## config.mk

```make
export PLATFORM = sky130hd
export DESIGN_NAME = sram_mem_controller
export DESIGN_NICKNAME = d
export VERILOG_FILES = /design/src/rtl/mem_ctrl_pkg.sv /design/src/rtl/sram_phase_counter.sv /design/src/rtl/sram_mem_controller.sv
export SDC_FILE = /design/constraint.sdc
export NUM_CORES = 1
export LEC_CHECK = 0
export BUFFER_PORTS_ARGS = -buffer_cell sky130_fd_sc_hd__clkbuf_2
export CORE_UTILIZATION = 45
export CTS_CLUSTER_DIAMETER = 40
export DETAILED_ROUTE_END_ITERATION = 6
export PLACE_DENSITY = 0.76
export SLEW_MARGIN = 20
export SYNTH_ARGS = -nofsm -noshare
export SYNTH_HDL_FRONTEND = slang
export SYNTH_SLANG_ARGS = --single-unit
```

## constraint.sdc

```tcl
create_clock -name clk -period 2.9 [get_ports clk]
set_clock_uncertainty 0.1 [all_clocks]
set_input_delay 0.29 -clock clk [delete_from_list [all_inputs] [get_ports clk]]
set_output_delay 0.29 -clock clk [all_outputs]
set_load 0.05 [all_outputs]
```

## src/rtl/mem_ctrl_pkg.sv

```systemverilog
// Shared types and constants for the SRAM-backed memory stage.
// The state encoding is fixed at 2 bits so it can be probed on a debug bus.
package mem_ctrl_pkg;

  typedef enum logic [1:0] {
    IDLE = 2'd0,
    LO   = 2'd1,
    HI   = 2'd2,
    DONE = 2'd3
  } state_t;

  localparam int          SRAM_DATA_W       = 16;
  localparam logic [31:0] DEFAULT_BASE_ADDR = 32'd1024;

  // Byte address to 32-bit word index relative to the SRAM window (wraps mod 2^32).
  function automatic logic [31:0] word_index(input logic [31:0] address,
                                             input logic [31:0] base);
    return (address - base) >> 2;
  endfunction

endpackage

```

## src/rtl/sram_phase_counter.sv

```systemverilog
// Cycle counter for one 16-bit SRAM phase; tc marks the last cycle of the phase
// and the count wraps to zero there so the next phase starts fresh.
module sram_phase_counter #(
  parameter int WAIT_CYCLES = 1
) (
  input  logic clk,
  input  logic rst,
  input  logic clr,
  output logic tc
);

  logic [2:0] cnt;

  always_ff @(posedge clk) begin
    if (!rst || clr) cnt <= '0;
    else if (tc)     cnt <= '0;
    else             cnt <= cnt + 3'd1;
  end

  assign tc = (cnt == 3'(WAIT_CYCLES));

endmodule

```

## src/rtl/sram_mem_controller.sv

```systemverilog
// Memory stage: one 32-bit load/store split into two 16-bit asynchronous SRAM
// accesses; ready low freezes the pipeline while the access is in flight.
module sram_mem_controller
  import mem_ctrl_pkg::*;
#(
  parameter int          ADDR_W      = 18,
  parameter int          WAIT_CYCLES = 1,
  parameter logic [31:0] BASE_ADDR   = DEFAULT_BASE_ADDR
) (
  input  logic                   clk,
  input  logic                   rst,
  input  logic                   rd_en,
  input  logic                   wr_en,
  input  logic [31:0]            address,
  input  logic [31:0]            write_data,
  output logic [31:0]            read_data,
  output logic                   ready,
  output logic [ADDR_W-1:0]      sram_addr,
  output logic [SRAM_DATA_W-1:0] sram_dq_out,
  output logic                   sram_dq_oe,
  input  logic [SRAM_DATA_W-1:0] sram_dq_in,
  output logic                   sram_we_n
);

  state_t            state, state_nxt;
  logic              req;
  logic              active;
  logic              tc;
  logic              op_wr;
  logic [ADDR_W-2:0] word_q;
  logic [ADDR_W-2:0] word_nxt;
  logic [31:0]       data_q;

  assign req      = rd_en | wr_en;
  assign active   = (state == LO) || (state == HI);
  // Upper word-index bits fall outside the SRAM and are dropped on purpose.
  assign word_nxt = (ADDR_W-1)'(word_index(address, BASE_ADDR));

  sram_phase_counter #(
    .WAIT_CYCLES(WAIT_CYCLES)
  ) u_phase_cnt (
    .clk (clk),
    .rst (rst),
    .clr (!active),
    .tc  (tc)
  );

  always_ff @(posedge clk) begin
    if (!rst) begin
      state     <= IDLE;
      op_wr     <= 1'b0;
      word_q    <= '0;
      data_q    <= '0;
      read_data <= '0;
    end else begin
      state <= state_nxt;
      if (state == IDLE && req) begin
        op_wr  <= wr_en;
        word_q <= word_nxt;
        data_q <= write_data;
      end
      // Sample on the last cycle of each phase, after the SRAM access time has elapsed.
      if (!op_wr && tc && state == LO) read_data[15:0]  <= sram_dq_in;
      if (!op_wr && tc && state == HI) read_data[31:16] <= sram_dq_in;
    end
  end

  always_comb begin
    state_nxt   = state;
    ready       = 1'b0;
    sram_addr   = {word_q, (state == HI)};
    sram_dq_out = (state == HI) ? data_q[31:16] : data_q[15:0];
    sram_dq_oe  = active && op_wr;
    // Strobe released on the final cycle so the SRAM latches while addr/data hold.
    sram_we_n   = !(active && op_wr && !tc);
    case (state)
      IDLE: begin
        ready = !req;
        if (req) state_nxt = LO;
      end
      LO:   if (tc) state_nxt = HI;
      HI:   if (tc) state_nxt = DONE;
      DONE: begin
        ready     = 1'b1;
        state_nxt = IDLE;
      end
      default: state_nxt = IDLE;
    endcase
  end

endmodule

```

Word-level counts from Yosys, hierarchy flattened
Cells that the tools add are included.

storage, ports and cells
  register bits after elaboration = 87
  output and inout bits = 69

cells by class
  add/subtract/negate cells = 2
  eq/ne operators = 7
  muxes and demuxes = 6
  bitwise operators = 1
  reductions and logical operators = 17

operator list
  kind                                                                      count
  19-bit by 11-bit subtractor with 19-bit output (second input constant)    1
  16-bit two-way mux                                                        1
  2-bit one-hot mux with 4 select lines                                     1
  1-bit logical AND                                                         6
  1-bit zero test                                                           6
  2-bit two-way mux                                                         3
  2-bit equality test (second input constant)                               2
  2-bit inequality test (second input constant)                             2
  3-bit by 1-bit adder with 3-bit output (second input constant)            1
  3-bit by 1-bit equality test with 1-bit output (second input constant)    1
  3-bit AND reduction                                                       1
  2-bit by 1-bit equality test with 1-bit output (second input constant)    1
  2-bit zero test                                                           1
  1-bit logical OR                                                          2
  2-bit by 1-bit inequality test with 1-bit output (second input constant)  1
  1-bit one-hot mux with 2 select lines                                     1
  2-bit OR reduction                                                        1
  1-bit OR                                                                  1

Logic depth before layout (Yosys ltp)
Gate-level depths: netlist (run 1).

  depth after elaboration = 5
  depth in mapped cells = 7
  mapped depth without buffers = 6

Cells and area by module
Synthesis (run 1) repeated with hierarchy kept, for this count alone.

second synthesis, totals
  cells, all modules = 423
  area total of the unflattened synthesis = 3452.1 um^2

by module, submodules not included
  module               instances  cells an instance  area each (um^2)  seq. area each (um^2)
  sram_mem_controller  1          410                3316.9            1681.6
  sram_phase_counter   1          13                 135.1             60.1

Worst setup path after synthesis (run 1)
Ideal clock, no wire load.

  path type = reg2out
  start = register state[0]
  end = output port sram_dq_out[10]
  arrival = 1.896 ns
  data required time = 2.510 ns
  slack = 0.614 ns
  stages on the path, launching flop included = 6
  path buffers = 2
  cells stage by stage = dfxtp_1 > inv_1 > ha_1 > buf_2 > buf_2 > mux2_2

between the ends
  cells in the longest elaborated chain, start to end = 2

ends and longest elaborated chain
  element                 RTL line                   text
  from (decl)             sram_mem_controller.sv:25  state_t state, state_nxt;
  from (signal assigned)  sram_mem_controller.sv:56  state <= state_nxt;
  2-bit equality test     --
  net sram_addr[0]        sram_mem_controller.sv:18  output logic [ADDR_W-1:0] sram_addr,
  16-bit two-way mux      sram_mem_controller.sv:72  sram_dq_out = (state == HI) ? data_q[31:16] : data_q[15:0];
  to (decl)               sram_mem_controller.sv:19  output logic [SRAM_DATA_W-1:0] sram_dq_out,

The timed path passes the listed nets, and every way through them passes these cells.

Worst setup path after layout (run 1)
  start = register state[0]
  end = output port sram_dq_out[0]

between the ends
  cells in the longest elaborated chain, start to end = 2

ends and longest elaborated chain
  element              RTL line
  2-bit equality test  sram_mem_controller.sv:72
  16-bit two-way mux   sram_mem_controller.sv:72

No other way between the ends.

==> results of run 1 <==
## power breakdown
part / internal [mW] / switching [mW]
clock network: 0.509 / 0.410
registers: 1.40 / 0.107
logic: 0.502 / 1.24
total: 2.41 / 1.76
## worst max path at each step
stage	start	cells after the start	end
4_1_cts	state[0]	4	sram_dq_out[0]
2_1_floorplan	state[0]	5	sram_dq_out[10]
5_1_grt	state[0]	4	sram_dq_out[0]
3_5_place_dp	state[0]	4	sram_dq_out[0]
6_report	state[0]	4	sram_dq_out[0]
3_3_place_gp	state[0]	4	sram_dq_out[11]
## logic make-up (layout without fill, tap and decap cells)
kind of cell,Yosys count,in the layout,synth area share (%)
adder cells (fa/ha/maj),8,8,2.75
flip-flops,87,87,47.9
multiplexers,18,18,5.51
AO/OA/AOI/OAI,93,93,18.7
AND/OR/NAND/NOR,177,177,20.4
XOR/XNOR,6,6,1.45
buffers and inverters,30,164,3.34
## flip-flops by register name, indices dropped and copies added, names as in the netlist
register	flops
data_q	32
read_data	32
word_q	17
u_phase_cnt.cnt	3
state	2
op_wr	1
## metal layers
| metal | wire (microns) | GRT usage, % | vias to the layer above |
|---|---|---|---|
| li1 | - | - | 1629 |
| met1 | 3590 | 22.5 | 1431 |
| met2 | 3800 | 34.3 | 102 |
| met3 | 447 | 4.23 | 12 |
| met4 | 169 | 8.07 | 0 |
| met5 | 0 | 0 | - |
## cell usage after synthesis
library cell and instances:
o31ai_1 1, dfxtp_1 87, mux2i_1 2, xnor2_1 4, nor2_1 10, a21oi_1 5
nor4_4 1, o311a_1 1, buf_2 7, mux2_2 16, nor3b_2 2, o2bb2ai_1 1
o21ai_1 1, o21ai_0 6, nor3b_1 1, or4_4 1, ha_1 8, inv_1 5
nand3_1 2, o211a_1 3, nand2_1 153, clkbuf_1 18, xor2_1 2, nand2b_4 1
nand3b_1 2, a21boi_0 72, a21boi_1 1, a21oi_2 1, a31oi_1 1, nor2b_1 3
and2_1 1
## critical path, delay by kind of cell, from the launching register on
family	cells	cell delay, ns
mux	1	0.42
fa+ha+maj	1	0.80
buf+inv	2	0.37
flops	1	0.34
## area by class of cell
type	instances	area (sq um)	area share, %
clock buffers	11	141	3.05
clock inverters	5	81.3	1.75
inverters	5	18.8	0.405
multi-input cells	302	1780	38.5
flip-flops and latches	87	1740	37.6
well taps	102	128	2.75
repair buffers	143	743	16.0
## per-stage QoR
stage	cells	worst slack [ns]	hold slack [ns]	area [sq um]	utilization (%)
after global placement	639	0.585	0.336	4420	56.8
after detailed placement	639	0.572	0.354	4420	56.8
final	655	0.239	0.0697	4640	59.7
after floorplan	419	0.614	0.321	3640	-
after CTS	655	0.201	0.0537	4640	59.7
after global routing	655	0.0945	0.0693	4640	59.7
==> impl_metrics.csv, run 1 <==
group,metric,value,unit
timing,fin_crit,2.66,ns
clock_tree,clkLatencyLatePin,0.34,ns
synth,netlist_instances,419,
synth,synth_top_area_share,47.9,%
pwr,power,4.17,mW
clock_tree,post-cts-setup-buffers,0,
die,die_x,91.9,microns
synth,yosysTopAreaCell,"dfxtp_1",
timing,rsz0062_at_grt,"no",
worst_setup_path,worstPathArrival,2.27,ns
clock_tree,ctsResizeCount,0,
timing,max_freq,0.376,GHz
clock_tree,postCtsHoldBufs,0,
layout,nFillCells,741,
layout,diodes,0,
die,rows,32,
global_route,grt_pass1_wl,13300,microns
timing,fin_setup_tns,0,ns
route,routedWlPerCell,12.2,microns
layout,final_cell_mix,"153 x nand2_1, 137 x clkbuf_2, 87 x dfxtp_1",
die,ios,153,
route,post_drt_via_cell_ratio,4.85,
status,status,"finished clean",
layout,layout_commonest_cell,"nand2_1",
die,die_h,91.9,microns
die,die-area,8440,sq um
synth,yosysSeqAreaShare,47.9,%
layout,drive_gt1_share,32.9,%
worst_setup_path,crit_slowest_cell,"ha_1",
route,wl,8010,microns
min_path,whs_endpoint,"data_q[10]",
worst_setup_path,crit_type,"flip-flop to primary output",
clock_tree,numClockSinks,87,
die,core_region_area,7770,sq um
synth,yosys-top-cells-area,"dfxtp_1 48%, nand2_1 16%, a21boi_0 15%",
worst_setup_path,ff2ff_setup_slack,0.65,ns
timing,finalHoldViolCount,0,
pwr,ir_worst_vdd,0.454,mV
synth,avgSynthCellArea,8.68,sq um
global_route,first_global_vias,3100,
synth,syn_area,3640,sq um
clock_tree,cts_tree,"done",
global_route,overflow,0,
global_route,track_usage,19.4,%
timing,slew_viol_final,0,
clock_tree,cts_max_path_buffers,2,
route,ant_nets,0,
clock_tree,cts_buffers,9,
pwr,leakagePower,2.05,nW
min_path,whs_path_depth,3,
pwr,p_per_area,899,nW/um^2
clock_tree,clockRootBuffer,"clkbuf_8",
flow_run,cap_violations,0,
timing,slew_headroom,36.9,%
synth,ys_types,31,
timing,tightest_slew,0.947,ns
layout,syn_to_final_growth,27.6,%
worst_setup_path,slowest_delay,0.80,ns
route,routed-via-count,3174,
timing,min_period_over_period,91.8,%
worst_setup_path,cp.required,2.51,ns
synth,yosysWarnings,0,
min_path,min_path_type,"input port to flip-flop",
clock_tree,cts.clk_slew.worst_paths,0.09,ns
timing,setup_violations,0,
route,drt_iter0_drc,102,
placement,gp_congestion,0.742,
worst_setup_path,r2r_start,"state[0]",
placement,io_buffers,137,
worst_setup_path,crit_path_start_kind,"flip-flop",
route,drc_errors,0,
route,firstDrtPassIters,4,
global_route,grt_max_degree,48,
worst_setup_path,r2r-end,"read_data[30]",
die,start_util,46.8,%
worst_setup_path,endpoint_kind,"primary output",
synth,ys_ff_latch,87,
global_route,antenna_found_initial,0,
synth,syn-num-nets,511,
worst_setup_path,r2r_cells,6,
min_path,worstHoldStart,"write_data[10]",
clock_tree,htree_levels,3,
worst_setup_path,crit_fanout,21,
worst_setup_path,cp_cell_sequence,"inv_1 -> ha_1 -> mux2_2 -> clkbuf_2",
layout,nets,640,
placement,hpwlAfterDp,5750,microns
No activity file was read; power rests on OpenSTA's default activity.
==> run 2: changes to the inputs <==
--- a/config.mk
+++ b/config.mk
@@ -6,6 +6,7 @@
 export NUM_CORES = 1
 export LEC_CHECK = 0
 export BUFFER_PORTS_ARGS = -buffer_cell sky130_fd_sc_hd__clkbuf_2
+export CORE_MARGIN = 4
 export CORE_UTILIZATION = 45
 export CTS_CLUSTER_DIAMETER = 40
 export DETAILED_ROUTE_END_ITERATION = 6
==> run 2 against run 1 <==
Wire length increased by 5.3%. Worst hold slack improved by 0.0083 ns. Non-clock buffer count unchanged. Critical endpoint is now sram_dq_out[1]. Final area shrank 1.1%. Count of clock-buffer cells in the layout unchanged. Largest cell class unchanged.
==> impl_metrics.csv, run 2 (synthesis results as in run 1) <==
group,metric,value,unit
pwr,clkPwrFrac,18.2,%
route,drt_iter0_drc,63,
global_route,grt_max_degree,62,
pwr,switching_share,44.0,%
timing,tightest_slew,1.00,ns
global_route,antenna_found_initial,0,
placement,io_buffers,137,
die,core_region_area,7810,sq um
pwr,seq_power_share,37.9,%
layout,syn_to_final_growth,26.2,%
layout,layout_commonest_cell,"nand2_1",
clock_tree,cts_tree,"done",
clock_tree,cts.clk_slew.worst_paths,0.08,ns
route,drc_errors,0,
die,die-area,9580,sq um
layout,nets,640,
clock_tree,postCtsHoldBufs,0,
route,wl,8430,microns
worst_setup_path,crit_fanout,21,
timing,fin_ws,0.197,ns
layout,diodes,0,
timing,slew_headroom,33.3,%
die,ios,153,
worst_setup_path,crit_path_start_kind,"flip-flop",
layout,postLayoutCellArea,4590,sq um
route,routed-via-count,3191,
pwr,ir_worst_vdd,0.516,mV
global_route,first_global_vias,3258,
timing,slew_viol_final,0,
worst_setup_path,crit_slowest_cell,"ha_1",
timing,finalHoldViolCount,0,
layout,nFillCells,732,
clock_tree,cts_max_path_buffers,2,
timing,max_freq,0.370,GHz
route,post_drt_via_cell_ratio,4.88,
die,die_x,97.9,microns
clock_tree,clkLatencyLatePin,0.33,ns
flow_run,cap_violations,0,
layout,final_cell_mix,"153 x nand2_1, 137 x clkbuf_2, 87 x dfxtp_1",
layout,final_cells,654,
pwr,leakagePower,2.03,nW
worst_setup_path,endpoint_kind,"primary output",
die,start_util,46.6,%
status,status,"finished clean",
timing,fin_setup_tns,0,ns
clock_tree,post-cts-setup-buffers,0,
clock_tree,numClockSinks,87,
clock_tree,htree_levels,3,
timing,min_period_over_period,93.2,%
route,ant_nets,0,
die,rows,32,
worst_setup_path,cp_cell_sequence,"inv_1 -> ha_1 -> mux2_2 -> clkbuf_2",
route,routedWlPerCell,12.9,microns
layout,drive_gt1_share,32.8,%
clock_tree,cts_buffers,9,
min_path,min_path_type,"input port to flip-flop",
route,firstDrtPassIters,4,
clock_tree,clockRootBuffer,"clkbuf_8",
worst_setup_path,slowest_delay,0.83,ns
pwr,p_per_area,872,nW/um^2
placement,dp_cells,639,
clock_tree,ctsResizeCount,0,
timing,fin_crit,2.70,ns
timing,rsz0062_at_grt,"no",
worst_setup_path,worstPathArrival,2.31,ns
timing,setup_violations,0,
pwr,p_switching,1.76,mW
global_route,grt_pass1_wl,14400,microns
placement,dp_slack,0.538,ns
placement,gp_congestion,0.827,
die,die_h,97.9,microns
global_route,overflow,0,
timing,hold_ws,0.0779,ns
pwr,p_int,2.24,mW
worst_setup_path,cp.required,2.51,ns
placement,placed_area,4420,sq um
worst_setup_path,crit_type,"flip-flop to primary output",
global_route,track_usage,17.9,%
pwr,p_comb_share,44.0,%
placement,hpwlAfterDp,6260,microns
layout,reg.largest.list,"data_q (32), read_data (32), word_q (17)",
==> run 2: cell count changes in the layout (fill, tap and decap cells not counted), sizes merged <==
cell    change
bufinv      -2
clkinv      +1
==> run 2: layer usage <==
metal	vias to the layer above	GRT usage, %	wire length [microns]
li1	1630	-	-
met1	1450	20.6	3580
met2	97	32.2	4190
met3	14	4.14	502
met4	0	6.39	156
met5	-	0	0
==> run 2: through the flow <==
stage | utilization, % | total power [mW]
floorplan | - | 2.87
global route | 58.8 | 4.25
finish | 58.8 | 4.00
CTS | 58.7 | 4.04
detailed placement | 56.6 | 3.31
global placement | 56.6 | 3.26
==> run 2: cell type report <==
class	count	area (sq um)	area share, %
Multi-Input combinational cell	302	1790	39.1
Sequential cell	87	1740	38.0
Timing Repair Buffer	143	743	16.2
Clock buffer	11	141	3.08
Tap cell	102	128	2.78
Clock inverter	4	22.5	0.491
Inverter	5	18.8	0.409
==> run 2: worst paths after layout <==
path                              startpoint             end  slack, ns  depth (start not counted)
worst max-delay path                state[0]  sram_dq_out[1]       0.20                          4
worst min-delay path              address[7]       word_q[5]       0.08                          3
worst max register to register      state[0]   read_data[21]       0.63                          6
worst min register to register  read_data[3]    read_data[3]       0.36                          2
==> run 2: worst max-delay path: cells and delay by family, from the launching register on <==
kind	cells	cell delay, ns
fa+ha+maj	1	0.83
flops	1	0.33
buf+inv	2	0.38
mux	1	0.42
==> run 2: power groups by stage <==
| stage | clock (mW) | combinational, mW | sequential, mW |
|---|---|---|---|
| final | 0.726 | 1.76 | 1.51 |
| after global routing | 0.803 | 1.91 | 1.54 |
| after CTS | 0.753 | 1.77 | 1.52 |
| after detailed placement | 0 | 1.77 | 1.54 |
| after global placement | 0 | 1.73 | 1.53 |
| after floorplan | 0 | 1.04 | 1.83 |
